`src/rtl/uart_tx_arbiter.sv`:
```
// -----------------------------------------------------------------------------
// uart_tx_arbiter
//
// Two-requester byte arbiter in front of a UART transmit engine. A byte is
// accepted from one requester when the transmitter reports ready, presented to
// the engine with a one-cycle load strobe, and the arbiter then follows the
// engine's txrdy level: it must fall (frame started) and rise again (frame
// done) before the next byte can be accepted. If txrdy never falls after a
// load, a sticky timeout flag is raised and the arbiter returns to idle.
//
// Parameters
//   RR         1 = round-robin between the requesters, 0 = requester 0 always
//              wins contention.
//   TMO        cycles allowed for txrdy to fall after the load strobe (>= 1).
//
// Ports
//   clk        clock, all state changes on the rising edge
//   reset_n    asynchronous active-low reset
//   req0_valid requester 0 has a byte
//   req0_data  requester 0 byte
//   req0_ready requester 0 byte accepted this cycle (combinational)
//   req1_*     same for requester 1
//   txrdy      transmitter-ready level from the tx engine
//   load       one-cycle load strobe to the tx engine (registered)
//   out_data   byte presented to the tx engine (registered)
//   grant_id   requester whose byte is in flight (registered)
//   busy       high whenever the arbiter is not idle (registered)
//   clr_err    synchronous clear of err_tmo
//   err_tmo    sticky timeout flag (registered)
// -----------------------------------------------------------------------------
module uart_tx_arbiter #(
  parameter int RR  = 1,
  parameter int TMO = 4
) (
  input  logic       clk,
  input  logic       reset_n,
  input  logic       req0_valid,
  input  logic [7:0] req0_data,
  output logic       req0_ready,
  input  logic       req1_valid,
  input  logic [7:0] req1_data,
  output logic       req1_ready,
  input  logic       txrdy,
  output logic       load,
  output logic [7:0] out_data,
  output logic       grant_id,
  output logic       busy,
  input  logic       clr_err,
  output logic       err_tmo
);

  // Timeout counter only has to reach TMO-1, so clog2(TMO) bits suffice.
  localparam int            CW       = (TMO < 2) ? 1 : $clog2(TMO);
  localparam logic [CW-1:0] CNT_LAST = CW'(TMO - 1);
  localparam logic          RR_EN    = (RR != 0);

  localparam logic [1:0] ST_IDLE    = 2'd0;
  localparam logic [1:0] ST_LOAD    = 2'd1;
  localparam logic [1:0] ST_WAIT_LO = 2'd2;
  localparam logic [1:0] ST_WAIT_HI = 2'd3;

  logic [1:0]    state_q,    state_d;
  logic [CW-1:0] cnt_q,      cnt_d;
  logic [7:0]    out_data_q, out_data_d;
  logic          gid_q,      gid_d;
  logic          ptr_q,      ptr_d;
  logic          load_q,     load_d;
  logic          busy_q,     busy_d;
  logic          err_q,      err_d;

  logic          any_req_s;
  logic          winner_s;
  logic          grant_s;
  logic          tmo_set_s;

  // Arbitration: pick the winning requester and decide whether a grant happens now.
  always_comb begin
    any_req_s = req0_valid | req1_valid;
    if (req0_valid && req1_valid) begin
      // Contention: the pointer decides in round-robin mode, requester 0 otherwise.
      if (RR_EN) begin
        winner_s = ptr_q;
      end else begin
        winner_s = 1'b0;
      end
    end else if (req1_valid) begin
      winner_s = 1'b1;
    end else begin
      winner_s = 1'b0;
    end
    // Gated with reset_n so both readys are low while reset is held, even
    // though the state register already reads IDLE.
    grant_s = reset_n & (state_q == ST_IDLE) & txrdy & any_req_s;
  end

  // Ready outputs: combinational, at most one high, only in a granting IDLE cycle.
  always_comb begin
    req0_ready = grant_s & ~winner_s;
    req1_ready = grant_s &  winner_s;
  end

  // Next-state logic for the transfer FSM, capture registers and timeout counter.
  always_comb begin
    state_d    = state_q;
    cnt_d      = cnt_q;
    out_data_d = out_data_q;
    gid_d      = gid_q;
    ptr_d      = ptr_q;
    tmo_set_s  = 1'b0;
    case (state_q)
      ST_IDLE: begin
        if (grant_s) begin
          state_d    = ST_LOAD;
          out_data_d = winner_s ? req1_data : req0_data;
          gid_d      = winner_s;
          // Pointer prefers whoever did not just win.
          ptr_d      = ~winner_s;
        end else begin
          state_d = ST_IDLE;
        end
      end
      ST_LOAD: begin
        state_d = ST_WAIT_LO;
        cnt_d   = '0;
      end
      ST_WAIT_LO: begin
        if (!txrdy) begin
          state_d = ST_WAIT_HI;
          cnt_d   = '0;
        end else if (cnt_q == CNT_LAST) begin
          // txrdy stayed high for TMO cycles in this state: give up.
          tmo_set_s = 1'b1;
          state_d   = ST_IDLE;
          cnt_d     = '0;
        end else begin
          cnt_d = cnt_q + CW'(1);
        end
      end
      ST_WAIT_HI: begin
        // Frame length depends on baud rate, so no timeout here.
        if (txrdy) begin
          state_d = ST_IDLE;
        end else begin
          state_d = ST_WAIT_HI;
        end
      end
      default: begin
        state_d = ST_IDLE;
        cnt_d   = '0;
      end
    endcase
  end

  // Registered-output next values; a timeout set beats a same-cycle clear.
  always_comb begin
    load_d = (state_d == ST_LOAD);
    busy_d = (state_d != ST_IDLE);
    if (tmo_set_s) begin
      err_d = 1'b1;
    end else if (clr_err) begin
      err_d = 1'b0;
    end else begin
      err_d = err_q;
    end
  end

  // State and output registers with asynchronous reset.
  always_ff @(posedge clk or negedge reset_n) begin
    if (!reset_n) begin
      state_q    <= ST_IDLE;
      cnt_q      <= '0;
      out_data_q <= 8'h00;
      gid_q      <= 1'b0;
      ptr_q      <= 1'b0;
      load_q     <= 1'b0;
      busy_q     <= 1'b0;
      err_q      <= 1'b0;
    end else begin
      state_q    <= state_d;
      cnt_q      <= cnt_d;
      out_data_q <= out_data_d;
      gid_q      <= gid_d;
      ptr_q      <= ptr_d;
      load_q     <= load_d;
      busy_q     <= busy_d;
      err_q      <= err_d;
    end
  end

  assign load     = load_q;
  assign out_data = out_data_q;
  assign grant_id = gid_q;
  assign busy     = busy_q;
  assign err_tmo  = err_q;

endmodule

```
`config.mk`:
```
export PLATFORM = sky130hd
export DESIGN_NAME = uart_tx_arbiter
export DESIGN_NICKNAME = d
export VERILOG_FILES = /design/src/rtl/uart_tx_arbiter.sv
export SDC_FILE = /design/constraint.sdc
export NUM_CORES = 1
export LEC_CHECK = 0
export CAP_MARGIN = 20
export CELL_PAD_IN_SITES_DETAIL_PLACEMENT = 1
export CELL_PAD_IN_SITES_GLOBAL_PLACEMENT = 1
export CORE_MARGIN = 10
export CORE_UTILIZATION = 45
export CTS_CLUSTER_DIAMETER = 40
export CTS_CLUSTER_SIZE = 12
export DETAILED_ROUTE_END_ITERATION = 7
export DONT_BUFFER_PORTS = 1
export MAX_ROUTING_LAYER = met4
export PLACE_DENSITY_LB_ADDON = 0.1
export SETUP_SLACK_MARGIN = 0.3
export SYNTH_ARGS = -nofsm -noshare
export SYNTH_HDL_FRONTEND = slang
export SYNTH_SLANG_ARGS = --single-unit
```
`constraint.sdc`:
```
create_clock -name clk -period 2.7 [get_ports clk]
set_clock_uncertainty 0.15 [all_clocks]
set_input_delay 0.135 -clock clk [delete_from_list [all_inputs] [get_ports clk]]
set_output_delay 0.135 -clock clk [all_outputs]
set_load 0.005 [all_outputs]
```
==> results by group, run 1 <==
Outcome
  – Status: completed

Worst setup path
  – Max stage delay on crit path: 610 ps
  – Crit path from: state_q[0]
  – Critical Path, Cell by Cell: inv_1 > ha_1 > and3_4 > o211ai_2 > dlygate4sd3_1 > o31ai_2
  – Worst path slowest cell: dlygate4sd3_1
  – Cell family contributing the most delay on the critical path: buffers and inverters
  – Critical path class: reg2reg
  – Crit Path Max Fanout: 12
  – Endpoint class of the critical path: flop
  – Worst path buffer plus inverter count: 2
  – Worst EP arrival: roughly 2200 ps
  – Crit path launch type: flop
  – R2r startpoint: state_q[0]
  – Data required time at the worst endpoint: 2750 ps

Drt
  – Vias: 711
  – ANT nets after route: 0
  – DR WL/cell: 20.53 um
  – Detailed Route WL: 2525 um
  – Avg Vias per Cell: 5.780
  – Iter 0 DRT Violations: 15
  – First-pass DRT Iterations: 4
  – Residual DRC: 0

Clock tree
  – # clock sinks: 17
  – Clk buf depth: 2
  – Num CTS Buffers: 3
  – Clock Latency Late Sink: 290 ps
  – H-tree Lvls: 1
  – CTS Root Cell: clkbuf_4
  – CTS tree: built
  – Post-CTS Setup Inserts: 0
  – Clk slew on worst S/H paths: 100 ps

Timing
  – Fin. max-slew vios: 0
  – RSZ-0062 raised after global routing: false
  – Worst-Margin Slew: between 700 and 800 ps
  – Setup TNS: 0 ps
  – Final Critical Period: 2191 ps
  – Tcrit/Tclk final: 0.8116
  – Final hold violations: 0
  – Maximum clock frequency: 456.3 MHz
  – Slew HR: 0.4950
  – # setup viols final: 0

Cells and area
  – Area growth syn-to-layout: 30.69%
  – Layout Nets: 126
  – Final Util: 0.6312
  – Ant diodes: 0
  – Fraction of layout cells with a size suffix above 1: 0.08163

Floorplan
  – Die height: 63.52 um
  – Row count: 15
  – Die area: about 4000 sq um
  – Core Area: around 1800 sq um
  – Chip Width: 63.52 um
  – Starting Density: 0.4830
  – # IOs: 36

Yosys
  – Post-Syn Area: about 850 sq um
  – Most common cell in the netlist: dfrtp_1
  – Post-synth EDFFs: 0
  – Synthesis Warnings: 0
  – Ys flop type: dfrtp_1
  – Synth top area share: 0.4993
  – Ys async rst share: 1.000
  – Leading area contributor after synthesis: dfrtp_1
  – Top cells by area, synth: dfrtp_1 (50%), a221o_1 (9.4%), ha_1 (7.3%)
  – Post-Synthesis Cells: 74
  – Mapped Avg Cell Area: 11.51 sq um
  – Commonest cells post-synth: dfrtp_1 (17), and3_1 (9), a221o_1 (8)
  – Yosys cell types: 27
  – Syn_nets: 101
  – Yosys reg bits: 17
  – Sequential share of the synthesized area: 0.4993

Power
  – Tot Pwr: 0.0009240 W
  – Leak: 0.5366 nW
  – Pwr dens: 829.8 nW/um^2
  – Maximum VDD drop: 0.0004117 V

Place
  – Dpl hpwl: roughly 1600 um
  – # port buffers: 0
  – GPL Wtd Cong: 0.8296

Job
  – Max Cap Viol: 0

Global routing
  – Antenna violations before repair: 0
  – First-pass GRT wire length: between 4000 and 5000 um
  – Largest net degree at the start of global routing: 18
  – Total track usage: 0.1316
  – Vias in the first global route: 814
  – Gr ovfl total: 0

Min path
  – Hold_sp: req0_valid
  – HP Class: in2reg
kinds of logic after synthesis:
logic type | share of synthesized area
adders and majority gates | 0.07342
and+or+nand+nor | 0.1513
AOI/OAI and AO/OA | 0.2349
buffers and inverters | 0.04111
DFF | 0.4993
final timing paths:
path | depth (start not counted) | to | slack (ps)
max | 6 | load | 510
min | 2 | ptr_q | 50
max reg2reg | 6 | load | 510
min reg2reg | 1 | grant_id | 380
max in group asynchronous | 1 | cnt_q[0] | 1730
min in group asynchronous | 1 | grant_id | 200
flip-flops by register name, summed over array words and instances, names as in the netlist:
signal	cells
ptr_q	1
out_data	8
state_q	2
cnt_q	2
grant_id	1
load	1
busy	1
err_tmo	1
cell usage in the layout, fill, tap and decap left out, drive strengths merged:
cell	n
o31ai	1
dfrtp	17
clkbuf	4
and2	1
o2111ai	1
dlygate4sd3	22
ha	5
inv	5
nor2	5
nand4	2
nor2b	1
a21boi	1
o21ai	5
or2	1
nand2b	1
o221ai	1
a21o	3
o21ba	1
o21a	1
a221o	8
o211ai	1
and3	10
nand3	1
through the flow:
stage	instances	area [sq um]	hold WS [ps]	setup slack, ps
after floorplan	74	852.1	-310.6	1016
after global placement	97	867.1	-310.0	861.8
after detailed placement	97	867.1	-310.0	762.9
after CTS	123	1114	47.21	526.1
after global routing	123	1114	43.99	388.5
final	123	1114	45.92	508.7
where the power goes:
part | leakage (nW) | internal, W | total (W) | switching (W)
sequential | 0.219 | 0.000356 | 0.000449 | 0.0000930
clock | 0.0150 | 0.0000574 | 0.000140 | 0.0000829
combinational | 0.302 | 0.000166 | 0.000334 | 0.000168
routing by layer:
layer,vias to the layer above,global-route usage,share of wire
met2,31,0.2148,0.51
met3,2,0.04064,0.070
met5,-,-,0
met1,346,0.1470,0.41
met4,0,0.04918,0.0067
li1,332,-,-
layout make-up:
type | instances | area, sq um
Clock buffer | 4 | 26.28
Fill cell | 189 | 650.6
Inverter | 5 | 18.77
Multi-Input combinational cell | 50 | 391.6
Sequential cell | 17 | 425.4
Tap cell | 25 | 31.28
Timing Repair Buffer | 22 | 220.2
timing repair:
item,in CTS,in global routing
setup endpoints to repair,0,0
resized for setup,0,0
hold buffers,22,0
hold endpoints to repair,31,0
Power figures use the tool's default switching activity.
==> inputs of run 2 (changes only) <==
- CORE_UTILIZATION: 45 -> 44
- clock period: 2.7 -> 2.1 ns (I/O delays scaled with it)
==> run 2 against run 1 <==
Compared with the run above:
- global-route usage up 0.56 points
- die area up 1.5%
- clock power up 25%
- total power up 38%
- critical path type unchanged
- core utilization up 3.8 points
- flip-flop and latch count unchanged
==> results by group, run 2 (synthesis results as in run 1) <==
Cells and area
  – Multi-input logic area: 425.4 sq um
  – Most common cell after layout, fill and taps aside: dlygate4sd3_1
  – Most frequent cells in the layout: dlygate4sd3_1 (24), dfrtp_1 (16), and3_1 (8), a221o_1 (8), nor2_1 (5)
  – Area growth syn-to-layout: 39.94%
  – Number of fill cells in the layout: 176
  – Layout Nets: around 130
  – Fin cells: 130
  – Ant diodes: 0
  – Reg area: approximately 430 sq um
  – Fraction of layout cells with a size suffix above 1: 0.1905
  – Largest register FFs: 8

Power
  – Combinational share of power: 0.398
  – Sw frac: 0.3866
  – Total net switching power: slightly below 0.0005 W
  – Leak: 0.5729 nW
  – Pwr dens: about 1100 nW/um^2
  – Clock power share: 0.138
  – Maximum VDD drop: 0.0008499 V
  – Sequential share of power: 0.464
  – P_int: 0.0007802 W

Floorplan
  – # IOs: 36
  – Chip Width: about 64 um
  – Core Area: 1783 sq um
  – Starting Density: 0.4779
  – Row count: 15
  – Die height: 64.01 um
  – Die area: 4097 sq um

Min path
  – HP Class: in2reg

Worst setup path
  – Worst path slowest cell: dfrtp_2
  – Cell family contributing the most delay on the critical path: flip-flops
  – Worst EP arrival: 1780 ps
  – Max stage delay on crit path: about 430 ps
  – Crit path launch type: flop
  – Endpoint class of the critical path: flop
  – Data required time at the worst endpoint: 2130 ps
  – Worst path buffer plus inverter count: 2
  – Crit Path Max Fanout: 6
  – Critical path class: reg2reg
  – Critical Path, Cell by Cell: inv_2 > ha_1 > and3_2 > buf_4 > and3_1 > a221o_1

Clock tree
  – # clock sinks: 17
  – Clock Latency Late Sink: 290 ps
  – CTS tree: built
  – Num CTS Buffers: 3
  – H-tree Lvls: 1
  – CTS Root Cell: clkbuf_4
  – Clk buf depth: 2
  – Clk slew on worst S/H paths: 100 ps

Global routing
  – Antenna violations before repair: 0
  – Largest net degree at the start of global routing: 18
  – Total track usage: 0.1372
  – First-pass GRT wire length: 4360 um
  – Vias in the first global route: 826
  – Gr ovfl total: 0

Place
  – Dpl hpwl: 1613 um
  – Cells after DPL: 97
  – # port buffers: 0
  – GPL Wtd Cong: 0.8132
  – Pre-CTS setup slack: 202.8 ps

Timing
  – Final setup margin: 353.5 ps
  – Slew HR: 0.5019
  – Final Critical Period: 1746 ps
  – Maximum clock frequency: roughly 570 MHz
  – Tcrit/Tclk final: 0.8317
  – Final hold violations: 0
  – Fin. max-slew vios: 0
  – # setup viols final: 0
  – Setup TNS: 0 ps
  – Worst-Margin Slew: 744.7 ps
  – RSZ-0062 raised after global routing: false

Drt
  – Vias: 749
  – First-pass DRT Iterations: 4
  – ANT nets after route: 0
  – Iter 0 DRT Violations: 41
  – Detailed Route WL: 3032 um
  – DR WL/cell: between 20 and 25 um
  – Avg Vias per Cell: 5.762
  – Residual DRC: 0

Job
  – Max Cap Viol: 0

Outcome
  – Status: completed
run 2: per-layer routing:
| layer | GRT usage | part of all wire | vias to the layer above |
|---|---|---|---|
| met3 | 0.05575 | 0.066 | 2 |
| met2 | 0.2376 | 0.54 | 26 |
| met4 | 0.01639 | 0.0030 | 0 |
| li1 | - | - | 344 |
| met5 | - | 0 | - |
| met1 | 0.1476 | 0.39 | 377 |
run 2: final cells by class:
type / count / area share
Sequential cell: 17 / 0.3578
Timing Repair Buffer: 27 / 0.2204
Multi-Input combinational cell: 52 / 0.3568
Clock buffer: 3 / 0.01889
Clock inverter: 1 / 0.004197
Tap cell: 25 / 0.02623
Inverter: 5 / 0.01574
run 2: power groups by stage:
stage	Clock, W	Combinational, W	Sequential (W)
after floorplan	0	0.000318	0.000544
after global placement	0	0.000364	0.000579
after detailed placement	0	0.000378	0.000587
after CTS	0.000183	0.000429	0.000584
after global routing	0.000195	0.000565	0.000615
final	0.000175	0.000506	0.000591
run 2: worst register-to-register path, stage by stage, from the launching register on:
cell     delay [ps]
dfrtp_2         430
inv_2            60
ha_1            190
and3_2          220
buf_4           150
and3_1          150
a221o_1         280
run 2: path summary, 6_finish.rpt:
kind	startpoint	depth (start not counted)	to	slack, ps
setup / recovery	state_q[1]	6	out_data[2]	350
hold / removal	req1_valid	2	grant_id	10
setup reg to reg	state_q[1]	6	out_data[2]	350
hold reg to reg	grant_id	1	grant_id	390
max in group asynchronous	reset_n	1	state_q[1]	1130
min in group asynchronous	reset_n	1	cnt_q[1]	160
run 2: stage by stage:
step | util | area [sq um] | power (W) | hold slack, ps
6_report | 0.6688 | 1192 | 0.001272 | 13.49
5_1_grt | 0.6688 | 1192 | 0.001375 | 1.026
4_1_cts | 0.6330 | 1129 | 0.001195 | 0.08149
3_5_place_dp | 0.4863 | 867.1 | 0.0009658 | -340.0
3_3_place_gp | 0.4863 | 867.1 | 0.0009428 | -340.0
2_1_floorplan | - | 852.1 | 0.0008629 | -340.6
run 2: repair_timing:
action                                 CTS  global route
buffers inserted                         0             3
resized for setup                        4             4
setup endpoints to repair                9            11
endpoints found under the hold margin   31             2
gates cloned                             1             1
pin swaps                                1             2
hold buffers                            22             2
==> inputs of run 3 (changes only) <==
- CORE_UTILIZATION: 44 -> 40
- clock period: 2.1 -> 1.55 ns (I/O delays scaled with it)
==> run 3 against run 2 <==
Compared with the run above:
- the run now ends with negative setup slack left
- global-route usage is 1.0 points higher
- routed wire length is 8.1% higher
- largest power group is now combinational logic
- combinational power is 85% higher
- clock-buffer cell count is 1 higher
- critical path depth is 1 lower
==> results by group, run 3 (synthesis results as in run 1) <==
Worst setup path
  – Critical path class: reg2reg
  – Crit path launch type: flop
  – Reg2reg setup slack: -150 ps
  – Endpoint class of the critical path: flop
  – Crit Path Max Fanout: 2
  – Worst EP arrival: 1720 ps
  – FF-to-FF path depth: 5
  – R2r endpoint: state_q[1]
  – Crit path from: state_q[0]
  – R2r startpoint: state_q[0]
  – Data required time at the worst endpoint: 1570 ps

Drt
  – Residual DRC: 0
  – DR WL/cell: 24.29 um
  – Avg Vias per Cell: 5.830
  – Iter 0 DRT Violations: 36
  – Vias: 787
  – Detailed Route WL: approximately 3300 um
  – First-pass DRT Iterations: 4
  – ANT nets after route: 0

Floorplan
  – Row count: 16
  – Die area: 4376 sq um
  – Core Area: about 2000 sq um
  – # IOs: 36
  – Starting Density: 0.4256
  – Die height: 66.16 um
  – Chip Width: 66.16 um

Min path
  – HP Class: in2reg
  – Hold depth: 2
  – Hold_sp: req1_valid
  – Hold Path End: grant_id

Timing
  – Setup TNS: -1408 ps
  – Worst-Margin Slew: 800.6 ps
  – Slew HR: 0.4645
  – Tcrit/Tclk final: 1.095
  – Final Critical Period: 1697 ps
  – Final hold violations: 0
  – Maximum clock frequency: between 500 and 600 MHz
  – Fin. max-slew vios: 0
  – RSZ-0062 raised after global routing: true
  – Final setup margin: -146.6 ps
  – # setup viols final: 12

Global routing
  – Gr ovfl total: 0
  – Antenna violations before repair: 0
  – Vias in the first global route: 803
  – Largest net degree at the start of global routing: 18
  – First-pass GRT wire length: about 4700 um
  – Total track usage: 0.1473

Clock tree
  – CTS Root Cell: clkbuf_4
  – Clk buf depth: 2
  – CTS tree: built
  – Num CTS Buffers: 3
  – # clock sinks: 17
  – H-tree Lvls: 1
  – Clock Latency Late Sink: 290 ps
  – Clk slew on worst S/H paths: 90 ps

Cells and area
  – Fraction of layout cells with a size suffix above 1: 0.3148
  – Most frequent cells in the layout: dlygate4sd3_1 (21), dfrtp_1 (16), buf_4 (10), and3_1 (8), a221o_1 (8)
  – Most common cell after layout, fill and taps aside: dlygate4sd3_1
  – Largest register FFs: 8
  – Layout Nets: approximately 140
  – Ant diodes: 0
  – Final instance area: 1260 sq um
  – Area growth syn-to-layout: 47.87%

Place
  – Dpl hpwl: 1821 um
  – GPL Wtd Cong: between 0.8 and 0.9
  – Post-DP Area: about 970 sq um
  – # port buffers: 0

Power
  – Pwr dens: 1549 nW/um^2
  – Maximum VDD drop: 0.0008394 V
  – Leak: 0.5806 nW

Job
  – Max Cap Viol: 0

Outcome
  – Status: finished with violations
  – Failing checks: negative setup slack
[run 3: changes by cell type in the layout (fill, tap and decap cells not counted), sizes merged]
cell         before  now
buf               3   11
dlygate4sd3      24   21
and3             12   10
clkinv            1    0
clkbuf            3    4
[run 3: worst max-delay path by stage]
stage                        endpoint  slack, ps  depth (start not counted)
final                      state_q[1]       -150                          5
after global routing      out_data[6]       -160                          6
after CTS                 out_data[6]        -80                          6
after detailed placement  out_data[6]        -50                          5
after global placement     state_q[1]        -40                          5
after floorplan           out_data[0]        -50                          6
[run 3: worst max-delay path, stage by stage, from the launching register on]
cell and delay (ps):
dfrtp_1 410, buf_4 160, ha_2 200, o21ba_4 240, o21a_1 200, or2_1 220
[run 3: layout make-up]
class / instances / area [sq um]
fillers: 206 / 742.0
multi-input cells: 50 / 457.9
flip-flops and latches: 17 / 426.7
repair buffers: 32 / 296.5
well taps: 27 / 33.78
clock buffers: 4 / 26.28
inverters: 5 / 18.77
[run 3: timing repair]
| action | CTS | global route |
|---|---|---|
| endpoints found under the setup margin | 19 | 19 |
| hold buffers | 21 | 0 |
| pin swaps | 2 | 2 |
| buffers inserted | 3 | 0 |
| gates resized for setup | 6 | 7 |
| hold endpoints to repair | 33 | 0 |
[run 3: report_power, final]
| part | total (W) | internal, W | switching [W] |
|---|---|---|---|
| Sequential | 0.000785 | 0.000623 | 0.000162 |
| Combinational | 0.000938 | 0.000492 | 0.000446 |
| Clock | 0.000228 | 0.000100 | 0.000128 |
| Total | 0.00195 | 0.00122 | 0.000736 |
[run 3: per-layer routing]
metal | global-route usage | up-vias | routed length, um
li1 | - | 349 | -
met1 | 0.1742 | 395 | 1295
met2 | 0.2428 | 37 | 1669
met3 | 0.04576 | 6 | 244
met4 | 0.02356 | 0 | 69
met5 | - | - | 0
[run 3: per-stage QoR]
stage | power (W) | cells | hold slack, ps | util | setup slack [ps]
final | 0.001951 | 135 | 17.00 | 0.6294 | -146.6
after global routing | 0.002082 | 135 | 20.48 | 0.6294 | -158.6
after CTS | 0.001843 | 135 | 3.062 | 0.6181 | -77.53
after detailed placement | 0.001483 | 107 | -367.5 | 0.4825 | -46.69
after global placement | 0.001445 | 107 | -367.5 | 0.4825 | -38.92
after floorplan | 0.001232 | 74 | -368.1 | - | -52.59
